File: src/rtl/seg7_pkg.sv
// seg7_pkg: shared definitions for the seven-segment scan driver.
//   scan_state_e : scan FSM state encoding (OFF / SHOW / BLANK)
//   SEG_0..SEG_F : glyph patterns, bit order [0:6] = a..g, 1 = segment lit
//   SEG_NONE     : all segments unlit
package seg7_pkg;

    typedef enum logic [1:0] {
        OFF   = 2'd0,
        SHOW  = 2'd1,
        BLANK = 2'd2
    } scan_state_e;

    localparam logic [0:6] SEG_0    = 7'b1111110;
    localparam logic [0:6] SEG_1    = 7'b0110000;
    localparam logic [0:6] SEG_2    = 7'b1101101;
    localparam logic [0:6] SEG_3    = 7'b1111001;
    localparam logic [0:6] SEG_4    = 7'b0110011;
    localparam logic [0:6] SEG_5    = 7'b1011011;
    localparam logic [0:6] SEG_6    = 7'b1011111;
    localparam logic [0:6] SEG_7    = 7'b1110000;
    localparam logic [0:6] SEG_8    = 7'b1111111;
    localparam logic [0:6] SEG_9    = 7'b1111011;
    localparam logic [0:6] SEG_A    = 7'b1110111;
    localparam logic [0:6] SEG_B    = 7'b0011111;
    localparam logic [0:6] SEG_C    = 7'b1001110;
    localparam logic [0:6] SEG_D    = 7'b0111101;
    localparam logic [0:6] SEG_E    = 7'b1001111;
    localparam logic [0:6] SEG_F    = 7'b1000111;
    localparam logic [0:6] SEG_NONE = 7'b0000000;

endpackage

File: src/rtl/seg7_scan_driver_digit_decode.sv
// seg7_digit_decode: combinational nibble -> seven-segment glyph.
//   nibble   : 4-bit digit value
//   hex_mode : 1 = show 10..15 as A,b,C,d,E,F; 0 = show them unlit
//   pattern  : [0:6] = a..g, 1 = segment lit (active-high, not yet inverted)
module seg7_digit_decode (
    input  logic [3:0] nibble,
    input  logic       hex_mode,
    output logic [0:6] pattern
);
    import seg7_pkg::*;

    always_comb begin
        pattern = SEG_NONE;
        case (nibble)
            4'h0: pattern = SEG_0;
            4'h1: pattern = SEG_1;
            4'h2: pattern = SEG_2;
            4'h3: pattern = SEG_3;
            4'h4: pattern = SEG_4;
            4'h5: pattern = SEG_5;
            4'h6: pattern = SEG_6;
            4'h7: pattern = SEG_7;
            4'h8: pattern = SEG_8;
            4'h9: pattern = SEG_9;
            4'hA: if (hex_mode) pattern = SEG_A;
            4'hB: if (hex_mode) pattern = SEG_B;
            4'hC: if (hex_mode) pattern = SEG_C;
            4'hD: if (hex_mode) pattern = SEG_D;
            4'hE: if (hex_mode) pattern = SEG_E;
            4'hF: if (hex_mode) pattern = SEG_F;
        endcase
    end

endmodule

File: src/rtl/seg7_scan_driver.sv
// seg7_scan_driver: time-multiplexed driver for NUM_DIGITS seven-segment digits.
//   clk, rst     : clock (rising edge) and synchronous active-high reset
//   enable       : display on while high
//   load         : one-cycle strobe capturing value/dp_in into the shadow register
//   value        : nibble i drives digit i (digit 0 least significant)
//   dp_in        : per-digit decimal point, active-high
//   segments     : [0:6] = a..g, active-low
//   dp_n         : decimal point, active-low
//   digit_sel_n  : one-cold digit enable, active-low
//   frame_start  : one-cycle pulse on the first lit cycle of digit 0
// Each digit is lit SCAN_DIV cycles followed by BLANK_CYC all-off cycles.
// Outputs are registered from the current state, so they trail it by a cycle.
module seg7_scan_driver #(
    parameter int NUM_DIGITS = 4,
    parameter int SCAN_DIV   = 50000,
    parameter int BLANK_CYC  = 16,
    parameter bit HEX_MODE   = 1'b0,
    parameter bit LZ_BLANK   = 1'b1
) (
    input  logic                    clk,
    input  logic                    rst,
    input  logic                    enable,
    input  logic                    load,
    input  logic [4*NUM_DIGITS-1:0] value,
    input  logic [NUM_DIGITS-1:0]   dp_in,
    output logic [0:6]              segments,
    output logic                    dp_n,
    output logic [NUM_DIGITS-1:0]   digit_sel_n,
    output logic                    frame_start
);
    import seg7_pkg::*;

    localparam int DIV_MAX = (SCAN_DIV > BLANK_CYC) ? SCAN_DIV : BLANK_CYC;
    localparam int CW      = (DIV_MAX > 1) ? $clog2(DIV_MAX) : 1;
    localparam int IW      = (NUM_DIGITS > 1) ? $clog2(NUM_DIGITS) : 1;

    localparam logic [CW-1:0] SHOW_LAST  = CW'(SCAN_DIV - 1);
    localparam logic [CW-1:0] BLANK_LAST = CW'(BLANK_CYC - 1);
    localparam logic [IW-1:0] IDX_LAST   = IW'(NUM_DIGITS - 1);

    scan_state_e             state;
    logic [IW-1:0]           idx;
    logic [CW-1:0]           cnt;
    logic [4*NUM_DIGITS-1:0] shadow_val, act_val;
    logic [NUM_DIGITS-1:0]   shadow_dp,  act_dp;

    logic [IW-1:0]           idx_nxt;
    logic                    show_done, blank_done, advance;
    logic [3:0]              cur_nib;
    logic                    cur_dp;
    logic [0:6]              cur_pat;
    logic [NUM_DIGITS-1:0]   sel_1h;
    logic [NUM_DIGITS-1:0]   lz;

    assign idx_nxt    = (idx == IDX_LAST) ? '0 : idx + IW'(1);
    assign show_done  = (state == SHOW)  && (cnt == SHOW_LAST);
    assign blank_done = (state == BLANK) && (cnt == BLANK_LAST);
    // With no blanking interval the SHOW period hands straight to the next digit.
    assign advance    = blank_done || (show_done && (BLANK_CYC == 0));

    assign cur_nib = act_val[{idx, 2'b00} +: 4];
    assign cur_dp  = act_dp[idx];

    always_comb begin
        sel_1h = '0;
        for (int i = 0; i < NUM_DIGITS; i++)
            sel_1h[i] = (idx == IW'(i));
    end

    // lz[i]: digit i is a leading zero (it and every higher nibble are zero).
    // Digit 0 is always shown so a zero value still displays "0".
    for (genvar i = 0; i < NUM_DIGITS; i++) begin : g_lz
        if (i == 0) begin : g_d0
            assign lz[i] = 1'b0;
        end else begin : g_dn
            assign lz[i] = LZ_BLANK && (act_val[4*NUM_DIGITS-1:4*i] == '0);
        end
    end

    seg7_digit_decode u_decode (
        .nibble   (cur_nib),
        .hex_mode (HEX_MODE),
        .pattern  (cur_pat)
    );

    always_ff @(posedge clk) begin
        if (rst) begin
            state       <= OFF;
            idx         <= '0;
            cnt         <= '0;
            shadow_val  <= '0;
            shadow_dp   <= '0;
            act_val     <= '0;
            act_dp      <= '0;
            segments    <= '1;
            dp_n        <= 1'b1;
            digit_sel_n <= '1;
            frame_start <= 1'b0;
        end else begin
            if (load) begin
                shadow_val <= value;
                shadow_dp  <= dp_in;
            end

            // Output stage: everything dark unless the current state is SHOW.
            segments    <= '1;
            dp_n        <= 1'b1;
            digit_sel_n <= '1;
            frame_start <= 1'b0;
            if (state == SHOW) begin
                digit_sel_n <= ~sel_1h;
                segments    <= lz[idx] ? '1 : ~cur_pat;
                dp_n        <= ~cur_dp;
                frame_start <= (idx == '0) && (cnt == '0);
            end

            if (!enable) begin
                state <= OFF;
                idx   <= '0;
                cnt   <= '0;
            end else begin
                case (state)
                    OFF: begin
                        state   <= SHOW;
                        idx     <= '0;
                        cnt     <= '0;
                        act_val <= shadow_val;
                        act_dp  <= shadow_dp;
                    end
                    SHOW: begin
                        if (show_done) begin
                            cnt   <= '0;
                            state <= (BLANK_CYC == 0) ? SHOW : BLANK;
                        end else begin
                            cnt <= cnt + CW'(1);
                        end
                    end
                    BLANK: begin
                        if (blank_done) begin
                            cnt   <= '0;
                            state <= SHOW;
                        end else begin
                            cnt <= cnt + CW'(1);
                        end
                    end
                    default: state <= OFF;
                endcase

                // Shadow moves to active only when a new frame begins, so a
                // frame never mixes old and new digits. A load on this same
                // edge lands in the shadow and waits for the next frame.
                if (advance) begin
                    idx <= idx_nxt;
                    if (idx_nxt == '0) begin
                        act_val <= shadow_val;
                        act_dp  <= shadow_dp;
                    end
                end
            end
        end
    end

endmodule

File: config.mk
export PLATFORM = sky130hd
export DESIGN_NAME = seg7_scan_driver
export DESIGN_NICKNAME = d
export VERILOG_FILES = /design/src/rtl/seg7_pkg.sv /design/src/rtl/seg7_scan_driver_digit_decode.sv /design/src/rtl/seg7_scan_driver.sv
export SDC_FILE = /design/constraint.sdc
export NUM_CORES = 1
export LEC_CHECK = 0
export ABC_AREA = 1
export CAP_MARGIN = 30
export CORE_ASPECT_RATIO = 0.75
export CORE_MARGIN = 2
export CORE_UTILIZATION = 41
export DETAILED_ROUTE_END_ITERATION = 12
export PLACE_DENSITY_LB_ADDON = 0.3
export SLEW_MARGIN = 20
export SYNTH_ARGS = -nofsm -noshare
export SYNTH_HDL_FRONTEND = slang
export SYNTH_SLANG_ARGS = --single-unit
export TNS_END_PERCENT = 100
File: constraint.sdc
create_clock -name clk -period 1.65 [get_ports clk]
set_input_delay 0.2475 -clock clk [delete_from_list [all_inputs] [get_ports clk]]
set_output_delay 0.2475 -clock clk [all_outputs]
set_load 0.02 [all_outputs]
==> flow_metrics.py, run 1 <==
metrics = {
    "sta": {
        "setup-violations-final": 0,
        "timing.slew.headroom": 0.635,
        "period_needed_ps": 1510,
        "fin_crit_sh": 0.917,
        "hold_ws_ps": 469,
        "fin_ws_ps": 138,
        "fin_skew_ps": 9.82,
        "finalMaxSlewViolations": 0,
        "hold_viol_final": 0,
        "tightest_slew_ps": 547,
        "setup_tns_ps": 0,
        "timing.fmax_mhz": 661,
    },
    "yosys": {
        "syn_area_sq_mm": 0.00332,
        "ys_warn_count": 0,
        "synth.avg_cell_area_sq_um": 7.22,
        "ys_seq_area_frac": 0.440,
        "synth_cells": 460,
        "syn-num-nets": 495,
        "synth_cell_types": 32,
        "yosys_register_bits": 73,
    },
    "critical_path": {
        "path_max_fanout": 1,
        "slowest_stage": "clkdlybuf4s50_1",
        "reg2reg_depth": 8,
        "start_kind": "flip-flop",
        "worstSetupEndpointType": "output pin",
        "cpPeakStageDelay_ps": 590,
        "crit_type": "flip-flop to output pin",
        "r2r_start": "cnt[5]",
        "reg2reg_to": "cnt[12]",
        "cp_top_family": "buffers and inverters",
        "crit_required_ps": 1400,
        "critPathBufInv": 1,
        "crit_chain": "clkdlybuf4s50_1",
        "critPathArrivalTime_ps": 1260,
        "reg2reg_slack_ps": 150,
        "worstSetupPathDepth": 1,
    },
    "clock_tree": {
        "clk_latency_ps": 350,
        "ctsResizeCount": 0,
        "hold_buffers": 0,
        "post-cts-setup-buffers": 0,
        "cts.sinks": 73,
        "numCtsBuffers": 9,
        "clock-root-buffer": "clkbuf_8",
        "clkTransAtPathRegs_ps": 80,
        "htreeDepth": 3,
        "cts.path.max_buffers": 2,
        "cts_tree": "yes",
    },
    "final_layout": {
        "fin_area_sq_mm": 0.00405,
        "final_util": 0.514,
        "drive_above_1_share": 0.0947,
        "num_antenna_cells": 0,
        "nets": 537,
        "syn_to_final_growth_pct": 22.0,
    },
    "routing": {
        "ant_nets": 0,
        "routed_wl_mm": 7.08,
        "routed-wl-met3_microns": 360,
        "top_layer_used": "met4",
        "drc": 0,
        "avgRoutedWirePerCell_microns": 11.6,
        "drt-met1-wl_mm": 3.84,
        "drt_iter0_markers": 169,
        "wl_met2_mm": 2.80,
        "vias": 2936,
        "viasPerCell": 4.80,
        "first_pass_iters": 4,
    },
    "global_routing": {
        "antenna_found_initial": 0,
        "grt_pass1_wl_mm": 12.0,
        "grt_pass1_vias": 2640,
        "grt_usage": 0.171,
        "overflow": 0,
        "grt_max_degree": 25,
    },
    "run": {
        "drv_cap": 0,
    },
    "hold_path": {
        "holdPathEnd": "shadow_val[12]",
        "hold_path.startpoint": "value[12]",
        "hold_path_class": "input pin to flip-flop",
        "hold-path-cell-count": 3,
    },
    "place": {
        "place_hpwl_mm": 5.07,
        "dp_slack_ps": 87.1,
        "place.port_buffers": 36,
        "placed_area_sq_mm": 0.00381,
        "gp_congestion": 0.849,
    },
    "pwr": {
        "p_leak_nw": 1.71,
        "irDropWorstVdd_mv": 0.539,
        "pwr_density_cell_mw_per_mm2": 985,
    },
    "floorplanning": {
        "start_util": 0.421,
        "fp.dieH_microns": 81.9,
        "fp.dieArea_sq_mm": 0.00884,
        "rows": 28,
        "coreArea_sq_mm": 0.00788,
        "io_pins": 37,
        "die_w_microns": 108,
    },
    "outcome": {
        "status": "completed",
    },
}
==> routing by layer <==
| metal | GRT usage | up-vias |
|---|---|---|
| met5 | 0 | - |
| met4 | 0.0590 | 0 |
| met1 | 0.244 | 1317 |
| met2 | 0.247 | 58 |
| li1 | - | 1552 |
| met3 | 0.0460 | 9 |
==> area by class of cell <==
class                      count  area (sq um)
inverter                      32           120
clock inverter                 7          78.8
timing repair buffer          47           463
tap                          105           131
fill                         796          3830
sequential                    73          1470
multi-input combinational    339          1670
clock buffer                   9           124
==> power by group <==
| part | switching, W | internal (W) | total, W |
|---|---|---|---|
| clock | 0.000709 | 0.000710 | 0.00142 |
| combinational | 0.000362 | 0.000261 | 0.000623 |
| sequential | 0.0000722 | 0.00188 | 0.00195 |
| total | 0.00114 | 0.00285 | 0.00399 |
==> metrics by stage <==
step	std cells	total power (W)
6_report	612	0.00399
5_1_grt	612	0.00418
4_1_cts	612	0.00400
3_5_place_dp	596	0.00258
3_3_place_gp	596	0.00258
2_1_floorplan	460	0.00240
==> state kept, by name (all words and copies together), names as in the netlist <==
register     cells
state            2
frame_start      1
act_val         16
dp_n             1
cnt             16
segments         7
shadow_val      16
idx              2
act_dp           4
shadow_dp        4
digit_sel_n      4
==> synth_stat cells, drive strengths merged <==
| master | count | area [sq um] |
|---|---|---|
| nor2 | 111 | 427 |
| clkbuf | 9 | 33.8 |
| inv | 31 | 116 |
| a21o | 1 | 7.51 |
| nor4 | 1 | 6.26 |
| nand3 | 22 | 120 |
| nor3 | 16 | 80.1 |
| o21bai | 1 | 7.51 |
| clkinv | 1 | 3.75 |
| buf | 7 | 65.1 |
| nand4 | 5 | 31.3 |
| o21ai | 34 | 174 |
| xnor2 | 2 | 17.5 |
| a21oi | 29 | 149 |
| nand2 | 94 | 380 |
| ha | 11 | 138 |
| o2bb2ai | 1 | 8.76 |
| xor2 | 9 | 78.8 |
| o21a | 1 | 7.51 |
| dfxtp | 73 | 1460 |
| o22ai | 1 | 6.26 |
==> kinds of logic after synthesis <==
kind of cell	Yosys count	synth area share
AO/OA/AOI/OAI	68	0.109
XOR/XNOR	11	0.0290
adder cells (fa/ha/maj)	11	0.0415
buffers and inverters	48	0.0660
flip-flops	73	0.440
AND/OR/NAND/NOR	249	0.315
==> placed cells by master (no fill, tap or decap), types with 10 or more instances in the layout <==
master	synthesis	routed
a21oi_1	28	28
clkdlybuf4s50_1	0	36
dfxtp_1	73	70
ha_1	11	10
inv_1	29	29
nand2_1	87	87
nand3_1	20	20
nor2_1	109	107
nor3_1	16	16
o21ai_0	30	30
==> worst max path at each step <==
| stage | from | to | slack (ps) |
|---|---|---|---|
| after CTS | cnt[0] | cnt[11] | 60 |
| after global placement | cnt[0] | act_val[5] | 120 |
| final | digit_sel_n[2] | digit_sel_n[2] | 140 |
| after global routing | cnt[1] | act_val[13] | -2 |
| after floorplan | state[0] | act_val[4] | 110 |
| after detailed placement | cnt[0] | cnt[11] | 90 |
No activity file was read; power rests on OpenSTA's default activity.
==> inputs of run 2 (changes only) <==
- RECOVER_POWER: default -> 25
==> run 2 against run 1 <==
Net effect: combinational power is essentially flat; clock skew about the same; clock-buffer cell count stayed put; critical path depth is the same; via count about the same; critical path type unchanged; largest power group unchanged.
==> flow_metrics.py, run 2 (synthesis results as in run 1) <==
metrics = {
    "outcome": {
        "status": "completed",
    },
    "clock_tree": {
        "cts.path.max_buffers": 2,
        "clock-root-buffer": "clkbuf_8",
        "cts.sinks": 73,
        "numCtsBuffers": 9,
        "cts_tree": "yes",
        "hold_buffers": 0,
        "clk_latency_ps": 350,
        "htreeDepth": 3,
        "clkTransAtPathRegs_ps": 80,
    },
    "final_layout": {
        "multiInputGateArea_sq_mm": 0.00167,
        "nFillCells": 796,
        "drive_above_1_share": 0.0947,
        "syn_to_final_growth_pct": 22.0,
        "nets": 537,
        "regArea_sq_mm": 0.00147,
        "final_common_cell": "nor2_1",
        "biggestRegsByFlops": "act_val: 16 flops, cnt: 16 flops, shadow_val: 16 flops",
        "final_util": 0.514,
        "mostFrequentLayoutCells": "107 x nor2_1, 87 x nand2_1, 70 x dfxtp_1",
        "num_antenna_cells": 0,
    },
    "hold_path": {
        "hold_path.startpoint": "value[12]",
        "holdPathEnd": "shadow_val[12]",
        "hold_path_class": "input pin to flip-flop",
        "hold-path-cell-count": 3,
    },
    "floorplanning": {
        "io_pins": 37,
        "die_w_microns": 108,
        "rows": 28,
        "coreArea_sq_mm": 0.00788,
        "start_util": 0.421,
        "fp.dieArea_sq_mm": 0.00884,
        "fp.dieH_microns": 81.9,
    },
    "pwr": {
        "internal_power_w": 0.00285,
        "p_leak_nw": 1.71,
        "switching_share": 0.286,
        "p_sw_w": 0.00114,
        "pwr_density_cell_mw_per_mm2": 985,
        "power_frac_seq": 0.488,
        "irDropWorstVdd_mv": 0.539,
        "pwr-share-comb": 0.156,
        "p_clk_frac": 0.356,
    },
    "critical_path": {
        "cpPeakStageDelay_ps": 590,
        "r2r_start": "cnt[5]",
        "reg2reg_to": "cnt[12]",
        "start_kind": "flip-flop",
        "critPathArrivalTime_ps": 1260,
        "reg2reg_slack_ps": 150,
        "crit_required_ps": 1400,
        "path_max_fanout": 1,
        "crit_chain": "clkdlybuf4s50_1",
        "cp_top_family": "buffers and inverters",
        "slowest_stage": "clkdlybuf4s50_1",
        "critPathBufInv": 1,
        "worstSetupEndpointType": "output pin",
        "reg2reg_depth": 8,
        "crit_type": "flip-flop to output pin",
        "critPathLaunch": "digit_sel_n[2]",
    },
    "sta": {
        "hold_viol_final": 0,
        "hold_ws_ps": 469,
        "timing.slew.headroom": 0.635,
        "tightest_slew_ps": 547,
        "timing.fmax_mhz": 661,
        "period_needed_ps": 1510,
        "fin_skew_ps": 9.82,
        "setup-violations-final": 0,
        "finalMaxSlewViolations": 0,
        "fin_crit_sh": 0.917,
        "setup_tns_ps": 0,
    },
    "place": {
        "place_hpwl_mm": 5.07,
        "place.port_buffers": 36,
        "gp_congestion": 0.849,
    },
    "global_routing": {
        "overflow": 0,
        "grt_pass1_wl_mm": 12.0,
        "grt_max_degree": 25,
        "grt_pass1_vias": 2640,
        "antenna_found_initial": 0,
        "grt_usage": 0.171,
    },
    "routing": {
        "ant_nets": 0,
        "routed_wl_mm": 7.08,
        "drc": 0,
        "first_pass_iters": 4,
        "drt_iter0_markers": 169,
        "avgRoutedWirePerCell_microns": 11.6,
        "viasPerCell": 4.80,
        "vias": 2935,
    },
    "run": {
        "drv_cap": 0,
    },
}
[run 2: worst max-delay path by stage]
| stage | to | slack (ps) | cells past startpoint |
|---|---|---|---|
| 2_1_floorplan | act_val[4] | 110 | 7 |
| 3_3_place_gp | act_val[5] | 120 | 8 |
| 3_5_place_dp | cnt[11] | 90 | 10 |
| 4_1_cts | cnt[11] | 60 | 10 |
| 5_1_grt | act_val[13] | -2 | 8 |
| 6_report | digit_sel_n[2] | 140 | 1 |
[run 2: routing by layer]
metal	routed length, microns	part of all wire	global-route usage
met4	85	0.012	0.0590
met3	358	0.051	0.0460
met2	2800	0.40	0.247
met1	3830	0.54	0.244
met5	0	0	0
[run 2: repair_timing]
action	in CTS	in global routing
resized for setup	0	11
setup endpoints to repair	0	41
setup buffers	0	0
[run 2: cell type report]
class                   count  area share
multi-input cells         339       0.412
inverters                  32      0.0297
flip-flops and latches     73       0.362
clock inverters             7      0.0195
well taps                 105      0.0324
repair buffers             47       0.114
clock buffers               9      0.0306
[run 2: metrics by stage]
step / instances / setup WS (ps) / power, W / cell area (sq um)
2_1_floorplan: 460 / 115 / 0.00240 / 3320
3_3_place_gp: 596 / 120 / 0.00258 / 3810
3_5_place_dp: 596 / 87.1 / 0.00258 / 3810
4_1_cts: 612 / 56.7 / 0.00400 / 4010
5_1_grt: 612 / -1.55 / 0.00418 / 4050
6_report: 612 / 138 / 0.00399 / 4050
[run 2: power by group through the flow]
| stage | combinational [W] | clock, W | sequential, W |
|---|---|---|---|
| finish | 0.000622 | 0.00142 | 0.00195 |
| global route | 0.000703 | 0.00152 | 0.00196 |
| CTS | 0.000601 | 0.00145 | 0.00195 |
| detailed placement | 0.000596 | 0 | 0.00199 |
| global placement | 0.000590 | 0 | 0.00199 |
| floorplan | 0.000418 | 0 | 0.00198 |
